[config.mk]
export PLATFORM = sky130hd
export DESIGN_NAME = eth_rx_parser_flat
export DESIGN_NICKNAME = d
export VERILOG_FILES = /design/src/rtl/ethernet_pkg.sv /design/src/rtl/eth_rx_parser_if.sv /design/src/rtl/eth_fcs_strip.sv /design/src/rtl/eth_rx_parser.sv /design/src/flat_wrapper.sv
export SDC_FILE = /design/constraint.sdc
export NUM_CORES = 1
export LEC_CHECK = 0
export ABC_AREA = 1
export CORE_AREA = 2 2 173 175
export DETAILED_ROUTE_END_ITERATION = 10
export DIE_AREA = 0 0 175 177
export PLACE_DENSITY = 0.71
export SYNTH_ARGS = -nofsm -noshare
export SYNTH_HDL_FRONTEND = slang
export SYNTH_SLANG_ARGS = --single-unit
[constraint.sdc]
create_clock -name clk -period 3.45 [get_ports clk]
set_clock_uncertainty 0.05 [all_clocks]
set_input_delay 0.5175 -clock clk [delete_from_list [all_inputs] [get_ports clk]]
set_output_delay 0.5175 -clock clk [all_outputs]
set_load 0.01 [all_outputs]
[src/rtl/ethernet_pkg.sv]
// Shared Ethernet types and constants, plus the receive-side parser state
// encoding and destination-address filter.
package ethernet_pkg;

    typedef logic [5:0][7:0] macaddr_t;

    typedef struct packed {
        macaddr_t    h_dest;
        macaddr_t    h_source;
        logic [15:0] h_proto;
    } ethhdr;

    localparam logic [7:0]  ETH_PREAMBLE  = 8'h55;
    localparam logic [7:0]  ETH_SFD       = 8'hD5;
    localparam logic [10:0] ETH_MIN_LEN   = 11'd64;
    localparam logic [10:0] ETH_MAX_LEN   = 11'd1518;
    localparam macaddr_t    ETH_BCAST     = 48'hFFFF_FFFF_FFFF;
    localparam int          ETH_HDR_BYTES = 14;

    typedef enum logic [2:0] {
        RX_IDLE,
        RX_PREAMBLE,
        RX_HEADER,
        RX_PAYLOAD,
        RX_DROP
    } eth_rx_state_t;

    function automatic logic eth_dst_match(ethhdr h, macaddr_t mac, logic promisc);
        return promisc || (h.h_dest == mac) || (h.h_dest == ETH_BCAST);
    endfunction

endpackage

[src/rtl/eth_rx_parser_if.sv]
// Byte-stream receive bus into the parser and its decoded header / payload outputs.
interface eth_rx_parser_if;
    import ethernet_pkg::*;

    logic [7:0] rx_data;
    logic       rx_dv;
    logic       rx_er;
    ethhdr      hdr;
    logic       hdr_valid;
    logic [7:0] m_data;
    logic       m_valid;
    logic       m_last;
    logic       m_err;
    logic       stat_drop;

    modport master (
        output rx_data, rx_dv, rx_er,
        input  hdr, hdr_valid, m_data, m_valid, m_last, m_err, stat_drop
    );

    modport slave (
        input  rx_data, rx_dv, rx_er,
        output hdr, hdr_valid, m_data, m_valid, m_last, m_err, stat_drop
    );
endinterface

[src/rtl/eth_fcs_strip.sv]
// Five-byte delay line: payload leaves only once five newer bytes exist, so the
// four FCS bytes are still held (and dropped) when the frame ends.
module eth_fcs_strip (
    input  logic       clk,
    input  logic       rst_n,
    input  logic       push_i,
    input  logic [7:0] data_i,
    input  logic       flush_i,
    output logic       full_o,
    output logic [7:0] m_data_o,
    output logic       m_valid_o,
    output logic       m_last_o
);
    logic [4:0][7:0] sr_q;
    logic [2:0]      fill_q, fill_d;
    logic [7:0]      m_data_q, m_data_d;
    logic            m_valid_q, m_valid_d;
    logic            m_last_q, m_last_d;

    assign full_o    = (fill_q == 3'd5);
    assign m_data_o  = m_data_q;
    assign m_valid_o = m_valid_q;
    assign m_last_o  = m_last_q;

    always_comb begin
        fill_d    = fill_q;
        m_data_d  = 8'h00;
        m_valid_d = 1'b0;
        m_last_d  = 1'b0;
        if (flush_i) begin
            fill_d = 3'd0;
            if (full_o) begin
                m_valid_d = 1'b1;
                m_last_d  = 1'b1;
                m_data_d  = sr_q[4];
            end
        end else if (push_i) begin
            if (full_o) begin
                m_valid_d = 1'b1;
                m_data_d  = sr_q[4];
            end else begin
                fill_d = fill_q + 3'd1;
            end
        end
    end

    always_ff @(posedge clk) begin
        if (push_i) sr_q <= {sr_q[3:0], data_i};
    end

    always_ff @(posedge clk or negedge rst_n) begin
        if (!rst_n) begin
            fill_q    <= 3'd0;
            m_data_q  <= 8'h00;
            m_valid_q <= 1'b0;
            m_last_q  <= 1'b0;
        end else begin
            fill_q    <= fill_d;
            m_data_q  <= m_data_d;
            m_valid_q <= m_valid_d;
            m_last_q  <= m_last_d;
        end
    end
endmodule

[src/rtl/eth_rx_parser.sv]
// Receive framer: preamble/SFD hunt, 14-byte header decode with destination
// filtering, and FCS-stripped payload streaming with a length/error verdict.
module eth_rx_parser
    import ethernet_pkg::*;
#(
    parameter bit PROMISC = 1'b0
) (
    input  logic           clk,
    input  logic           rst_n,
    input  macaddr_t       local_mac,
    eth_rx_parser_if.slave bus
);
    eth_rx_state_t state_q, state_d;
    logic [3:0]    cnt_q, cnt_d;
    logic [10:0]   len_q, len_d, len_inc;
    logic          err_q, err_d;
    ethhdr         shadow_q, shadow_d;
    ethhdr         hdr_q, hdr_d;
    logic          hdr_valid_q, hdr_valid_d;
    logic          stat_drop_q, stat_drop_d;
    logic          m_err_q, m_err_d;
    logic          push, flush, full;

    assign len_inc = (&len_q) ? len_q : len_q + 11'd1;

    always_comb begin
        state_d     = state_q;
        cnt_d       = cnt_q;
        len_d       = len_q;
        err_d       = err_q;
        shadow_d    = shadow_q;
        hdr_d       = hdr_q;
        hdr_valid_d = 1'b0;
        stat_drop_d = 1'b0;
        m_err_d     = 1'b0;
        push        = 1'b0;
        flush       = 1'b0;
        case (state_q)
            RX_IDLE: begin
                if (bus.rx_dv) begin
                    err_d   = bus.rx_er;
                    state_d = (bus.rx_data == ETH_PREAMBLE) ? RX_PREAMBLE : RX_DROP;
                end
            end
            RX_PREAMBLE: begin
                if (!bus.rx_dv) begin
                    stat_drop_d = 1'b1;
                    state_d     = RX_IDLE;
                end else begin
                    err_d = err_q | bus.rx_er;
                    if (bus.rx_data == ETH_SFD) begin
                        state_d = RX_HEADER;
                        cnt_d   = 4'd0;
                        len_d   = 11'd0;
                    end else if (bus.rx_data != ETH_PREAMBLE) begin
                        state_d = RX_DROP;
                    end
                end
            end
            RX_HEADER: begin
                if (!bus.rx_dv) begin
                    stat_drop_d = 1'b1;
                    state_d     = RX_IDLE;
                end else begin
                    err_d    = err_q | bus.rx_er;
                    len_d    = len_inc;
                    cnt_d    = cnt_q + 4'd1;
                    shadow_d = {shadow_q[8*ETH_HDR_BYTES-9:0], bus.rx_data};
                    // Only an accepted header becomes visible on hdr.
                    if (cnt_q == 4'(ETH_HDR_BYTES - 1)) begin
                        if (eth_dst_match(shadow_d, local_mac, PROMISC)) begin
                            hdr_d       = shadow_d;
                            hdr_valid_d = 1'b1;
                            state_d     = RX_PAYLOAD;
                        end else begin
                            stat_drop_d = 1'b1;
                            state_d     = RX_DROP;
                        end
                    end
                end
            end
            RX_PAYLOAD: begin
                if (bus.rx_dv) begin
                    push  = 1'b1;
                    len_d = len_inc;
                    err_d = err_q | bus.rx_er;
                end else begin
                    flush   = 1'b1;
                    state_d = RX_IDLE;
                    if (full) begin
                        m_err_d = err_q || (len_q < ETH_MIN_LEN) || (len_q > ETH_MAX_LEN);
                    end else begin
                        stat_drop_d = 1'b1;
                    end
                end
            end
            RX_DROP: begin
                if (!bus.rx_dv) state_d = RX_IDLE;
            end
            default: state_d = RX_DROP;
        endcase
    end

    always_ff @(posedge clk) begin
        shadow_q <= shadow_d;
    end

    // Reset lands in DROP so a frame already on the wire is ignored.
    always_ff @(posedge clk or negedge rst_n) begin
        if (!rst_n) begin
            state_q     <= RX_DROP;
            cnt_q       <= 4'd0;
            len_q       <= 11'd0;
            err_q       <= 1'b0;
            hdr_q       <= '0;
            hdr_valid_q <= 1'b0;
            stat_drop_q <= 1'b0;
            m_err_q     <= 1'b0;
        end else begin
            state_q     <= state_d;
            cnt_q       <= cnt_d;
            len_q       <= len_d;
            err_q       <= err_d;
            hdr_q       <= hdr_d;
            hdr_valid_q <= hdr_valid_d;
            stat_drop_q <= stat_drop_d;
            m_err_q     <= m_err_d;
        end
    end

    eth_fcs_strip u_strip (
        .clk       (clk),
        .rst_n     (rst_n),
        .push_i    (push),
        .data_i    (bus.rx_data),
        .flush_i   (flush),
        .full_o    (full),
        .m_data_o  (bus.m_data),
        .m_valid_o (bus.m_valid),
        .m_last_o  (bus.m_last)
    );

    assign bus.hdr       = hdr_q;
    assign bus.hdr_valid = hdr_valid_q;
    assign bus.stat_drop = stat_drop_q;
    assign bus.m_err     = m_err_q;
endmodule

[src/flat_wrapper.sv]
// flat-port wrapper written by rule: the top's interface ports become plain ports
module eth_rx_parser_flat import ethernet_pkg::*;
#(
    parameter bit PROMISC = 1'b0
)
  (clk, rst_n, local_mac, bus_rx_data, bus_rx_dv, bus_rx_er, bus_hdr, bus_hdr_valid, bus_m_data, bus_m_valid, bus_m_last, bus_m_err, bus_stat_drop);
  eth_rx_parser_if bus_i ();
  input  logic clk;
  input  logic rst_n;
  input  macaddr_t local_mac;
  input wire logic [$bits(bus_i.rx_data)-1:0] bus_rx_data;
  input wire logic [$bits(bus_i.rx_dv)-1:0] bus_rx_dv;
  input wire logic [$bits(bus_i.rx_er)-1:0] bus_rx_er;
  output wire logic [$bits(bus_i.hdr)-1:0] bus_hdr;
  output wire logic [$bits(bus_i.hdr_valid)-1:0] bus_hdr_valid;
  output wire logic [$bits(bus_i.m_data)-1:0] bus_m_data;
  output wire logic [$bits(bus_i.m_valid)-1:0] bus_m_valid;
  output wire logic [$bits(bus_i.m_last)-1:0] bus_m_last;
  output wire logic [$bits(bus_i.m_err)-1:0] bus_m_err;
  output wire logic [$bits(bus_i.stat_drop)-1:0] bus_stat_drop;
  assign bus_i.rx_data = bus_rx_data;
  assign bus_i.rx_dv = bus_rx_dv;
  assign bus_i.rx_er = bus_rx_er;
  assign bus_hdr = bus_i.hdr;
  assign bus_hdr_valid = bus_i.hdr_valid;
  assign bus_m_data = bus_i.m_data;
  assign bus_m_valid = bus_i.m_valid;
  assign bus_m_last = bus_i.m_last;
  assign bus_m_err = bus_i.m_err;
  assign bus_stat_drop = bus_i.stat_drop;
  eth_rx_parser #(.PROMISC(PROMISC)) u_core (.clk(clk), .rst_n(rst_n), .local_mac(local_mac), .bus(bus_i));
endmodule
==> summary.txt <==
Power and ir drop
  • Net Sw Power: 0.00152 W
  • Internal power component: 0.00571 W
  • Seq pwr share: 51.1%
  • Comb power frac: 3.9%
  • Leak: 6.30 nW
  • Clock group share of total power: 45.0%
  • Switching part of the total: 21.0%
  • Pwr Density: 489 mW/mm²
  • Max rail drop VDD: 0.337 mV

Layout
  • Layout cell share with drive strength beyond 1: 5.59%
  • Nets: 1,257
  • Commonest non-fill, non-tap cell in the layout: nand2_1
  • Final Cell Area: 0.0148 mm²
  • Area delta synth->final: 28.2%
  • Fin util: 50.6%
  • Most frequent cells in the layout: nand2_1, clkdlybuf4s50_1, dfrtp_1

Timing
  • Max-slew violation count: 0
  • Final hold vios: 0
  • Setup TNS Final: 0 ns
  • Final period utilization: 70.9%
  • Slew headroom: 57.5%
  • Min Tclk post-route: 2.45 ns
  • Worst Tran Pin Value: 0.638 ns
  • Maximum clock frequency: 409 MHz
  • # setup viols final: 0
  • RSZ-0062 raised after global routing: false
  • Setup ws final: 1.00 ns

Status
  • Outcome: completed

Critical path
  • Worst EP required: 3.83 ns
  • Kind of start point of the critical path: flop
  • Crit path top cell by count: nand2_1
  • Buffers plus inverters on the worst setup path: 1
  • Critical path, cell by cell: xnor2_1 -> nand2_1 -> nor2_1 -> nand2_1 -> nor2_1 -> nand3_1 -> nand2_4 -> nand3_4 -> buf_12 -> nand2_1 -> nand2_1
  • Worst path depth: 11
  • Flop2flop setup slack: 1.00 ns
  • CP max stage delay: 0.53 ns
  • Worst setup EP type: flop
  • Worst R2R Path Depth: 11
  • CP Max Fanout: 48
  • Critical path type: reg2reg
  • Worst path slowest cell: edfxtp_1
  • Delay-heaviest family, CP: simple AND/OR/NAND/NOR gates
  • CP Data Arrival Time: 2.82 ns

Yosys
  • Avg Inst Size Synth: 11.4 µm²
  • Async SR Flop Fraction: 50.5%
  • Ys Warns: 0
  • Synth area leader: edfxtp_1
  • Xor/xnor cell area share of the yosys netlist: 3.42%
  • Synthesized flop and latch total: 291
  • Post-synthesis compound-gate area fraction: 1.50%
  • Area contributors post-synth: edfxtp_1, dfrtp_1, nand2_1
  • Synthesized-area fraction occupied by adder cells: 0.542%
  • Syn Std Cell Area: 0.0115 mm²
  • Largest family of logic cells by synthesized area: simple AND/OR/NAND/NOR gates
  • Post-synthesis net count: 1,080
  • Post-synth EDFFs: 144
  • Synth cell types: 31
  • Post-synth top flop: dfrtp_1
  • Register area share after synthesis: 69.4%
  • Post-synthesis mux area share: 0%
  • Post-synthesis cell count: 1,015
  • Post-Synth Simple-Gate Area: 20.8%
  • Synth top area share: 37.5%

Floorplan
  • DIE AREA: 0.0310 mm²
  • Top Ports: 185
  • Core Area: 0.0292 mm²
  • # rows: 63
  • Die Ht: 177 µm
  • Die Span X: 175 µm
  • Starting Density: 39.5%

CTS
  • Clk_lat worst skew: 0.55 ns
  • Post-CTS sizing: 0
  • Clock sink total: 291
  • CTS H-tree depth: 1
  • Clk root buf: clkbuf_16
  • CTS tree: built
  • TritonCTS buffer count: 30
  • Register clock-pin slew on the reported worst setup and hold paths: 0.06 ns
  • Clock tree buffer depth: 3

GRT
  • Global-route wire length before repair: 43,600 µm
  • GRT Util Overall: 17.7%
  • Grt ovf: 0
  • Initial antenna violation count: 0
  • Number of global-route vias before repair: 8,025
  • Largest net degree at the start of global routing: 114

Place
  • DP Wirelength: 17,900 µm
  • Placed inst area: 0.0138 mm²
  • Setup WS pre-CTS: 0.580 ns
  • Port Buf Inserts: 184
  • Final Wtd Congestion: 0.857

Detailed routing
  • Residual DRC: 0
  • Routed wire length: 27,700 µm
  • Final ANT Viol Nets: 0
  • Initial DRC count: 773
  • DR vias: 8,053
  • Vias per cell: 5.01
  • Drt wl/cell: 17.2 µm
  • Detailed Routing Iterations Pass 1: 5

Run
  • # Max-Cap Violations: 0

Hold path
  • Hold path depth: 0
  • Hold WC Path Type: reg2reg
state kept, by name, indices dropped and copies added, names as in the netlist:
name	cells
u_core.bus.hdr_valid	1
u_core.u_strip.m_data_o	8
u_core.u_strip.sr_q	40
u_core.u_strip.m_last_o	1
u_core.shadow_q	104
u_core.err_q	1
u_core.u_strip.m_valid_o	1
u_core.state_q	3
u_core.cnt_q	4
u_core.bus.m_err	1
u_core.u_strip.fill_q	3
u_core.len_q	11
u_core.bus.hdr	112
u_core.bus.stat_drop	1
per-layer routing:
metal	GRT usage (%)	wire [µm]
met5	0	0
met1	24.4	12400
met3	3.89	1930
met4	5.17	684
met2	28.3	12700
synthesized netlist by cell type, drive strengths merged (2+ instances only):
| master | instances |
|---|---|
| nand2 | 330 |
| dfrtp | 146 |
| edfxtp | 144 |
| nand4 | 126 |
| inv | 53 |
| nor2 | 48 |
| xnor2 | 40 |
| buf | 32 |
| nand3 | 21 |
| clkbuf | 19 |
| o21ai | 15 |
| a21oi | 10 |
| nor3 | 8 |
| ha | 5 |
| xor2 | 5 |
| nor4 | 3 |
| a22oi | 2 |
| clkinv | 2 |
| nand3b | 2 |
final timing paths:
check | start | to
min reg2reg | u_core.u_strip.sr_q[13]$_DFFE_PP_ | u_core.u_strip.sr_q[21]$_DFFE_PP_
max | u_core.shadow_q[88]$_DFFE_PP_ | u_core.bus.hdr[1]$_DFFE_PN0P_
min in group asynchronous | rst_n | u_core.bus.hdr[91]$_DFFE_PN0P_
max in group asynchronous | rst_n | u_core.state_q[2]$_DFFE_PN1P_
max reg2reg | u_core.shadow_q[88]$_DFFE_PP_ | u_core.bus.hdr[1]$_DFFE_PN0P_
min | u_core.u_strip.sr_q[13]$_DFFE_PP_ | u_core.u_strip.sr_q[21]$_DFFE_PP_
worst reg2reg max path, delay by kind of cell (launching register included):
| kind | cells | cell delay [ns] |
|---|---|---|
| AND/OR/NAND/NOR | 9 | 1.17 |
| XOR/XNOR | 1 | 0.24 |
| buffers and inverters | 1 | 0.35 |
| flip-flops | 1 | 0.53 |
layout make-up:
type,count,area [µm²]
timing repair buffer,196,2020
tap,390,488
inverter,55,209
antenna,1,2.50
sequential,291,8000
multi-input combinational,618,3060
clock inverter,18,175
clock buffer,38,832
fill,2568,14500
metrics by stage:
stage	hold WS [ns]	total power [W]	cells
floorplan	0.172	0.00388	1015
global placement	0.353	0.00403	1549
detailed placement	0.355	0.00404	1549
CTS	0.370	0.00731	1606
global route	0.375	0.00748	1606
finish	0.368	0.00723	1607
power by group through the flow:
stage	clock network, W	logic (W)	registers, W
3_3_place_gp	0	0.000271	0.00376
2_1_floorplan	0	0.000133	0.00375
5_1_grt	0.00346	0.000323	0.00369
3_5_place_dp	0	0.000282	0.00376
4_1_cts	0.00333	0.000287	0.00369
6_report	0.00326	0.000283	0.00369
cell families after synthesis:
kind of cell             count (synthesis)
adder cells (fa/ha/maj)                  5
flip-flops                             291
AO/OA/AOI/OAI                           30
buffers and inverters                  106
XOR/XNOR                                45
AND/OR/NAND/NOR                        538
repair_timing:
item / CTS / global route
buffers inserted: 0 / 0
hold endpoints to repair: 61 / 0
setup endpoints to repair: 0 / 0
hold buffers: 1 / 0
Power figures use the tool's default switching activity.
